<file path="config.mk">
export PLATFORM = sky130hd
export DESIGN_NAME = cdb_arbiter
export DESIGN_NICKNAME = d
export VERILOG_FILES = /design/src/rtl/uarch_pkg.sv /design/src/rtl/rr_picker.sv /design/src/rtl/cdb_arbiter.sv
export SDC_FILE = /design/constraint.sdc
export NUM_CORES = 1
export LEC_CHECK = 0
export CAP_MARGIN = 20
export CORE_UTILIZATION = 30
export DETAILED_ROUTE_END_ITERATION = 10
export DONT_BUFFER_PORTS = 1
export HOLD_SLACK_MARGIN = 0.08
export PLACE_DENSITY_LB_ADDON = 0.15
export RECOVER_POWER = 100
export SETUP_SLACK_MARGIN = 0.4
export SLEW_MARGIN = 30
export SYNTH_ARGS = -nofsm -noshare
export SYNTH_HDL_FRONTEND = slang
export SYNTH_SLANG_ARGS = --single-unit
export TNS_END_PERCENT = 10
</file>
<file path="constraint.sdc">
create_clock -name clk -period 6.5 [get_ports clk]
set_clock_uncertainty 0.15 [all_clocks]
set_input_delay 1.3 -clock clk [delete_from_list [all_inputs] [get_ports clk]]
set_output_delay 1.3 -clock clk [all_outputs]
set_load 0.01 [all_outputs]
</file>
<file path="src/rtl/uarch_pkg.sv">
// -----------------------------------------------------------------------------
// uarch_pkg
// Shared micro-architecture definitions for the out-of-order core back end:
// the writeback packet carried from functional units to the common data bus,
// default FU / CDB sizing, and the functional-unit index map.
// -----------------------------------------------------------------------------
package uarch_pkg;

   localparam int unsigned NUM_FU    = 4;  // writeback requesters
   localparam int unsigned CDB_PORTS = 2;  // broadcast slots per cycle
   localparam int unsigned PREG_W    = 6;  // physical register tag width
   localparam int unsigned XLEN      = 32; // result data width

   // Functional-unit index map (position in the fu_result / fu_cdb_gnt vectors).
   typedef enum logic [1:0] {
      FU_ALU0 = 2'd0,
      FU_ALU1 = 2'd1,
      FU_LSU  = 2'd2,
      FU_MUL  = 2'd3
   } fu_idx_e;

   // Writeback packet; is_valid doubles as the CDB request from the FU.
   typedef struct packed {
      logic              is_valid;
      logic [PREG_W-1:0] dest_reg;
      logic [XLEN-1:0]   result;
   } writeback_packet_t;

   // Width of a pointer that can index n entries (at least one bit).
   function automatic int unsigned ptr_width(input int unsigned n);
      return (n > 1) ? $clog2(n) : 1;
   endfunction

endpackage

</file>
<file path="src/rtl/rr_picker.sv">
// -----------------------------------------------------------------------------
// rr_picker
// Combinational rotating scan. Starting at i_ptr and wrapping from NUM_REQ-1
// to 0, it assigns up to NUM_SLOTS requesters to output slots in scan order:
// the first requester found goes to slot 0, the next to slot 1, and so on.
//
// Ports
//   i_req  [NUM_REQ]            request vector
//   i_ptr  [PTR_W]              scan start position (0..NUM_REQ-1)
//   o_gnt  [NUM_SLOTS][NUM_REQ] grant matrix, each row one-hot or all-zero
// -----------------------------------------------------------------------------
module rr_picker
   import uarch_pkg::*;
#(
   parameter int unsigned NUM_REQ   = 4,
   parameter int unsigned NUM_SLOTS = 2
) (
   input  logic [NUM_REQ-1:0]                 i_req,
   input  logic [ptr_width(NUM_REQ)-1:0]      i_ptr,
   output logic [NUM_SLOTS-1:0][NUM_REQ-1:0]  o_gnt
);

   always_comb begin
      int unsigned idx;
      int unsigned slot;
      // NOTE: every output and temporary gets a value before any conditional
      // logic, so no path leaves them unassigned and no latch is inferred.
      o_gnt = '0;
      slot  = 0;
      idx   = 0;
      for (int unsigned off = 0; off < NUM_REQ; off++) begin
         // Rotated index without a modulo operator: i_ptr < NUM_REQ, so a
         // single subtraction is enough to wrap.
         idx = 32'(i_ptr) + off;
         if (idx >= NUM_REQ) begin
            idx = idx - NUM_REQ;
         end
         if (i_req[idx] && (slot < NUM_SLOTS)) begin
            o_gnt[slot][idx] = 1'b1;
            slot = slot + 1;
         end
      end
   end

endmodule

</file>
<file path="src/rtl/cdb_arbiter.sv">
// -----------------------------------------------------------------------------
// cdb_arbiter
// Common-data-bus writeback arbiter. Each cycle it grants up to CDB_PORTS of
// the NUM_FU requesting functional units in rotating order and registers the
// granted packets onto the CDB, where they are visible for exactly one cycle.
//
// Ports
//   clk         in   clock, rising edge
//   rst         in   asynchronous active-low reset
//   flush       in   pipeline flush; suppresses this cycle's grants
//   fu_result   in   [NUM_FU] writeback packets, is_valid = request
//   fu_cdb_gnt  out  [NUM_FU] combinational grant (packet accepted this cycle)
//   cdb         out  [CDB_PORTS] registered broadcast slots
// -----------------------------------------------------------------------------
module cdb_arbiter
   import uarch_pkg::*;
#(
   parameter int unsigned NUM_FU    = uarch_pkg::NUM_FU,
   parameter int unsigned CDB_PORTS = uarch_pkg::CDB_PORTS
) (
   input  logic                                clk,
   input  logic                                rst,
   input  logic                                flush,
   input  writeback_packet_t [NUM_FU-1:0]      fu_result,
   output logic              [NUM_FU-1:0]      fu_cdb_gnt,
   output writeback_packet_t [CDB_PORTS-1:0]   cdb
);

   localparam int unsigned PTR_W = ptr_width(NUM_FU);

   logic              [PTR_W-1:0]                r_rr_ptr;
   logic              [PTR_W-1:0]                w_rr_ptr_nxt;
   writeback_packet_t [CDB_PORTS-1:0]            r_cdb;
   writeback_packet_t [CDB_PORTS-1:0]            w_cdb_nxt;
   logic              [NUM_FU-1:0]               w_req;
   logic              [CDB_PORTS-1:0][NUM_FU-1:0] w_gnt_mat;

   // Flush and reset both mask the requests before the scan, so neither can
   // produce a grant, a CDB load or a pointer move.
   always_comb begin
      w_req = '0;
      for (int unsigned i = 0; i < NUM_FU; i++) begin
         w_req[i] = fu_result[i].is_valid & ~flush & rst;
      end
   end

   rr_picker #(
      .NUM_REQ   (NUM_FU),
      .NUM_SLOTS (CDB_PORTS)
   ) u_rr_picker (
      .i_req (w_req),
      .i_ptr (r_rr_ptr),
      .o_gnt (w_gnt_mat)
   );

   // Slots are filled in scan order, so the last slot with a grant holds the
   // last-granted FU; later iterations overwrite the pointer update.
   always_comb begin
      fu_cdb_gnt   = '0;
      w_cdb_nxt    = '0;
      w_rr_ptr_nxt = r_rr_ptr;
      for (int unsigned s = 0; s < CDB_PORTS; s++) begin
         fu_cdb_gnt = fu_cdb_gnt | w_gnt_mat[s];
         for (int unsigned i = 0; i < NUM_FU; i++) begin
            if (w_gnt_mat[s][i]) begin
               w_cdb_nxt[s] = fu_result[i];
               w_rr_ptr_nxt = (i == NUM_FU - 1) ? '0 : PTR_W'(i + 1);
            end
         end
      end
   end

   // The CDB reloads every cycle (empty slots load all-zero), so a broadcast
   // lives for exactly one cycle without any explicit clear.
   always_ff @(posedge clk or negedge rst) begin
      if (!rst) begin
         // NOTE: the CDB slot registers are reset, unlike a data array, because
         // consumers act on is_valid directly and a stale packet after reset
         // would be written back into the machine.
         r_cdb    <= '0;
         r_rr_ptr <= '0;
      end else begin
         // NOTE: non-blocking assignments here so every register samples the
         // pre-edge values computed by the combinational blocks.
         r_cdb    <= w_cdb_nxt;
         r_rr_ptr <= w_rr_ptr_nxt;
      end
   end

   assign cdb = r_cdb;

endmodule

</file>
## Word-level counts from Yosys, hierarchy flattened

Index checks and enable logic that the tools add are counted.
W data, S select, Z words.

| word-level totals | value |
|---|---|
| word-level logic and storage cells | 110 |
| bits in registers | 80 |
| output and inout bits | 82 |
| input port bits | 159 |

| operators by class | value |
|---|---|
| reductions and logical operators | 11 |
| magnitude comparators | 21 |
| bitwise operators | 13 |
| add/subtract/negate cells | 9 |
| muxes and demuxes | 49 |

Operator list:

| operator | count |
|---|---|
| $mux W39 | 8 |
| $ge A32 B1 Y1 const B | 6 |
| $mux W32 | 6 |
| $lt A32 B2 Y1 const B | 4 |
| $lt A32 B3 Y1 const B | 4 |
| $ge A32 B3 Y1 const B | 3 |
| $sub A32 B3 Y32 const B | 3 |
| $add A32 B1 Y32 const B | 1 |
| $mux W8 | 3 |
| $mux W2 | 8 |
| $mux W4 | 4 |
| $or A8 B8 Y8 | 2 |
| $demux W4 S1 | 3 |
| $logic_and A1 B1 Y1 | 10 |
| $mux W1 | 9 |
| $and A1 B1 Y1 | 8 |
| $bmux W1 S2 | 4 |
| $demux W1 S2 | 4 |
| $or A4 B8 Y8 | 1 |
| $reduce_bool A8 Y1 | 1 |
| $add A2 B2 Y3 const B | 2 |
| $lt A1 B2 Y1 const B | 2 |
| $or A4 B4 Y4 | 1 |
| $sub A2 B3 Y4 const B | 1 |
| other kinds (5) | 5 |

## Logic depth before layout (Yosys ltp)

| depth | value |
|---|---|
| depth in word-level cells | 26 |
| mapped depth | 15 |
| mapped depth without buffers | 12 |

## Cells and area by module

From an unflattened synthesis, not the netlist that was laid out.

| second synthesis, totals | value |
|---|---|
| cells, all modules | 570 |
| area total of the unflattened synthesis | 5062.4 µm² |

By module, submodules not included:

| module | times used | sequential area each (µm²) | cells each | area each (µm²) |
|---|---|---|---|---|
| cdb_arbiter | 1 | 2001.9 | 513 | 4550.6 |
| rr_picker | 1 | 0.0 | 57 | 511.7 |

## Worst setup path after synthesis

No wires, ideal clock.

| timing | value |
|---|---|
| kind | input to output |
| start point | in fu_result[77] (netlist name) |
| end point | out fu_cdb_gnt[1] |
| stages on the path | 11 |
| required time | 5050 ps |
| path slack | 1238 ps |
| arrival | 3812 ps |
| path buffers | 3 |
| path through | buf_2 -> mux2_2 -> o2bb2ai_1 -> ha_1 -> nor3b_1 -> nand2_1 -> a311oi_2 -> a21bo_1 -> buf_4 -> buf_2 -> or3b_2 |

| on the way | value |
|---|---|
| cells in the longest elaborated chain, start to end | 18 |
| elaborated cells on any way between the ends | 44 |
| those cells by class | add/sub (2); order compare (9); mux (21); bitwise (6); reduce/logical (6) |

RTL lines:

| what | RTL line | RTL |
|---|---|---|
| start: declaration | cdb_arbiter.sv:24 | `input writeback_packet_t [NUM_FU-1:0] fu_result,` |
| $and A1 B1 Y1 (*) (2 in series) | cdb_arbiter.sv:43 | `w_req[i] = fu_result[i].is_valid & ~flush & rst;` |
| $bmux W1 S2 | rr_picker.sv:38 | `if (i_req[idx] && (slot < NUM_SLOTS)) begin` |
| $mux W1 (not written as such) | rr_picker.sv:38 |  |
| $mux W1 | rr_picker.sv:38 |  |
| $lt A1 B2 Y1 | rr_picker.sv:38, rr_picker.sv:39 |  |
| $logic_and A1 B1 Y1 | rr_picker.sv:38 |  |
| $mux W32 | rr_picker.sv:38 |  |
| $lt A32 B2 Y1 | rr_picker.sv:38, rr_picker.sv:39 |  |
| $logic_and A1 B1 Y1 | rr_picker.sv:38 |  |
| $mux W32 | rr_picker.sv:38 |  |
| $ge A32 B1 Y1 (not written as such) / $lt A32 B2 Y1 (equally long branches) | rr_picker.sv:39, rr_picker.sv:38 |  |
| $logic_and A1 B1 Y1 (not written as such) | rr_picker.sv:39 | `o_gnt[slot][idx] = 1'b1;` |
| $mux W4 (not written as such) | rr_picker.sv:39 |  |
| $demux W4 S1 | - |  |
| $or A8 B8 Y8 (no source line) | - |  |
| $mux W8 (*) | rr_picker.sv:38 |  |
| $or A4 B4 Y4 (*) | cdb_arbiter.sv:63 | `fu_cdb_gnt = fu_cdb_gnt \| w_gnt_mat[s];` |
| end: declaration | cdb_arbiter.sv:25 | `output logic [NUM_FU-1:0] fu_cdb_gnt,` |

Mark *: on every way between the ends. The rest lies on a longest branch, timed or not. The select of a mux whose other input is x is not followed.

## Final worst setup path

| timing | value |
|---|---|
| start point | reg r_rr_ptr[0] |
| end point | out fu_cdb_gnt[1] |

| on the way | value |
|---|---|
| cells in the longest elaborated chain, start to end | 18 |
| elaborated cells on any way between the ends | 77 |
| those cells by class | add/sub (9); order compare (21); mux (33); bitwise (4); reduce/logical (10) |

RTL lines:

| what | RTL line | RTL |
|---|---|---|
| start: declaration | cdb_arbiter.sv:31 | `logic [PTR_W-1:0] r_rr_ptr;` |
| start signal: assignment | cdb_arbiter.sv:86 | `r_rr_ptr <= w_rr_ptr_nxt;` |
| parallel branches: the longest is 16 deep, another holds $sub A32 B3 Y32 | - |  |
| $mux W8 (*) | rr_picker.sv:38 |  |
| $or A4 B4 Y4 (*) | cdb_arbiter.sv:63 |  |

Mark *: on every way between the ends. The select of a mux whose other input is x is not followed.

==> impl_results.md <==
- Outcome: finished, violations left
- Failing checks: max-capacitance violations, max-slew violations
- Overall power: 0.002424 W
- Ys flop type: dfrtp_1
- Layout cells sized above 1: 0.1384
- Via density: between 6 and 7
- Achievable frequency: ~0.17 GHz
- # Max-Cap Violations: 1
- Vias in the first global route: about 4400
- Iteration-0 DRC count of the detailed router: approximately 330
- Drt pass-1 iters: 5
- Hold Slack: 494.8 ps
- Remaining antenna violation count: 0
- Setup Viol. Count Final: 0
- Cell Area, Synth: between 0.004 and 0.005 mm2
- ANT cells: 0
- TritonCTS Buffers: 9
- Tcrit/Tclk final: 0.9242
- Ys async rst share: 1.000
- Initial antenna violation count: 0
- H-tree depth: 3
- Pwr per Cell Area: between 400 and 500 mW/mm2
- Worst path slowest cell: a311oi_1
- Hpwl dp: roughly 12 mm
- Skew-Pair Late Insertion Delay: 340 ps
- Fillers: approximately 1600
- Syn avg cell area: roughly 9.9 um2
- Clock slew at reported path FFs: 60 ps
- CP Data Required Time: ~5000 ps
- Area leader, netlist: dfrtp_1
- Clock tree sinks: 80
- Port bufs: 0
- Post-CTS sizing: 0
- NumNets Final: between 600 and 700
- CP top delay family: compound AO/OA/AOI/OAI gates
- Global-route wire length before repair: about 26 mm
- Syn nets: between 600 and 700
- EDFF count, synth: 0
- Most frequent CP cell: ha_1
- Mean routed wirelength per cell: approximately 26 um
- Max incr delay on CP: 730 ps
- WP buf/inv: 2
- Core box area: 0.01589 mm2
- Starting Density: 0.3082
- Syn Inst Count: approximately 500
- Crit-path max FO: 19
- Yosys warns: 0
- Grt ovf: 0
- Unrepaired setup endpoints after global routing: false
- Synth cell types: 54
- Final Critical Period: approximately 6000 ps
- Area grow syn2layout: 8.893%
- Hold Buf Count CTS: 0
- Max-slew violations: between 80 and 90
- Sequential fraction of the synthesis area: 0.4089
- Die width: roughly 130 um
- Area occupied by registers: about 0.0020 mm2
- Global placer's final weighted congestion: 0.9297
- Die H: 129.8 um
- Die area: between 0.015 and 0.02 mm2
- Clock Path Buffers: 2
- Critical path class: flop to output pin
- I/O pin count: around 240
- Critical path arrival: 4560 ps
- Pin count of the biggest net entering global routing: 84
- Crit path cell chain: inv_1 -> ha_1 -> mux2_2 -> o2bb2ai_1 -> ha_1 -> nor3b_2 -> nand2_1 -> a311oi_1 -> a21bo_2 -> buf_4 -> or3b_2
- GRT Util Overall: 0.2090
- Post-CTS setup buffer count: 0
- Hold violation total from the final report: 0
- Post-Route WL: approximately 18 mm
- Synthesized flop and latch total: 80
- Via Count: roughly 4400
- P_leak: between 2 and 2.5 nW
- Row cnt: between 40 and 50
- Final Util: 0.3356
- Root Buffer: clkbuf_16
- Measured slew at the worst slew-check pin: 1757 ps
- Worst hold path type: input pin to async pin
- Synth top area cells: dfrtp_1, a221oi_1, o2bb2ai_1
- Startpoint types: flop
- Slew HR: -0.1715
- Setup TNS Final: 0 ps
- CP endpoint kind: output pin
- Multi-input logic area: 0.002653 mm2
- DRC Markers: 0
- Top-area cell type share of the netlist area: 0.4089
- CTS tree: yes
- Worst IR drop on VDD: approximately 0.00016 V
registers in the layout, summed over array words and instances (netlist names):
register  flops
cdb          78
r_rr_ptr      2
area by class of cell:
class,count,share of cell area
Clock buffer,11,0.04553
Clock inverter,5,0.01056
Inverter,5,0.003520
Multi-Input combinational cell,363,0.4975
Sequential cell,80,0.3755
Tap cell,216,0.05069
Timing Repair Buffer,13,0.01666
metrics by stage:
step                cell area, um2  cells  setup slack (ps)
global route                  5331    693             244.8
finish                        5331    693             492.9
detailed placement            5054    677             959.1
floorplan                     4896    497              1238
CTS                           5353    693             584.2
global placement              5044    677              1089
Yosys cell counts, types with 3 or more instances:
library cell / n
a21oi_1: 4
buf_2: 14
a221oi_1: 62
nand2_1: 48
buf_6: 6
o31ai_1: 40
and2_1: 3
nor3b_1: 3
buf_4: 6
inv_1: 4
dfrtp_1: 80
nor3_1: 3
mux2i_1: 4
nand3_1: 5
o2bb2ai_1: 40
ha_1: 9
nor2_1: 84
a221oi_2: 17
clkbuf_1: 21
worst paths after layout:
path	start	to	slack, ps	depth (start not counted)
max	r_rr_ptr[0]	fu_cdb_gnt[1]	490	11
min	rst	cdb[52]	490	0
max reg2reg	r_rr_ptr[0]	cdb[1]	780	14
min reg2reg	r_rr_ptr[1]	r_rr_ptr[1]	740	3
max in group asynchronous	rst	cdb[36]	5590	0
min in group clk	r_rr_ptr[1]	r_rr_ptr[1]	740	3
metal layers:
metal / global-route usage / vias up / wire length, um
met5: 0 / - / 0
met4: 0.1019 / 0 / 488
met3: 0.06068 / 40 / 1725
met2: 0.3441 / 260 / 8966
met1: 0.2497 / 2206 / 6970
li1: - / 1883 / -
kinds of logic after synthesis:
logic type / Yosys count / synth area share
compound gates: 184 / 0.3417
mux: 8 / 0.02274
flops: 80 / 0.4089
fa+ha+maj: 9 / 0.02300
buf+inv: 54 / 0.05954
simple gates: 162 / 0.1441
report_power, final:
group          switching, W  internal, W  total, W
registers          0.000168     0.000670  0.000838
logic              0.000641     0.000424   0.00107
clock network      0.000213     0.000308  0.000521
total               0.00102      0.00140   0.00242
layout by cell type, fill, tap and decap left out, drive strengths merged, types with 4 or more instances in the layout:
cell type  instances
nor3b              4
a21oi              4
buf               10
clkbuf            14
ha                 9
o31ai             40
a221oi            79
mux2i              4
o2bb2ai           40
nor2              85
nand2             48
inv                5
nand3              5
dfrtp             80
No activity file was read; power rests on OpenSTA's default activity.
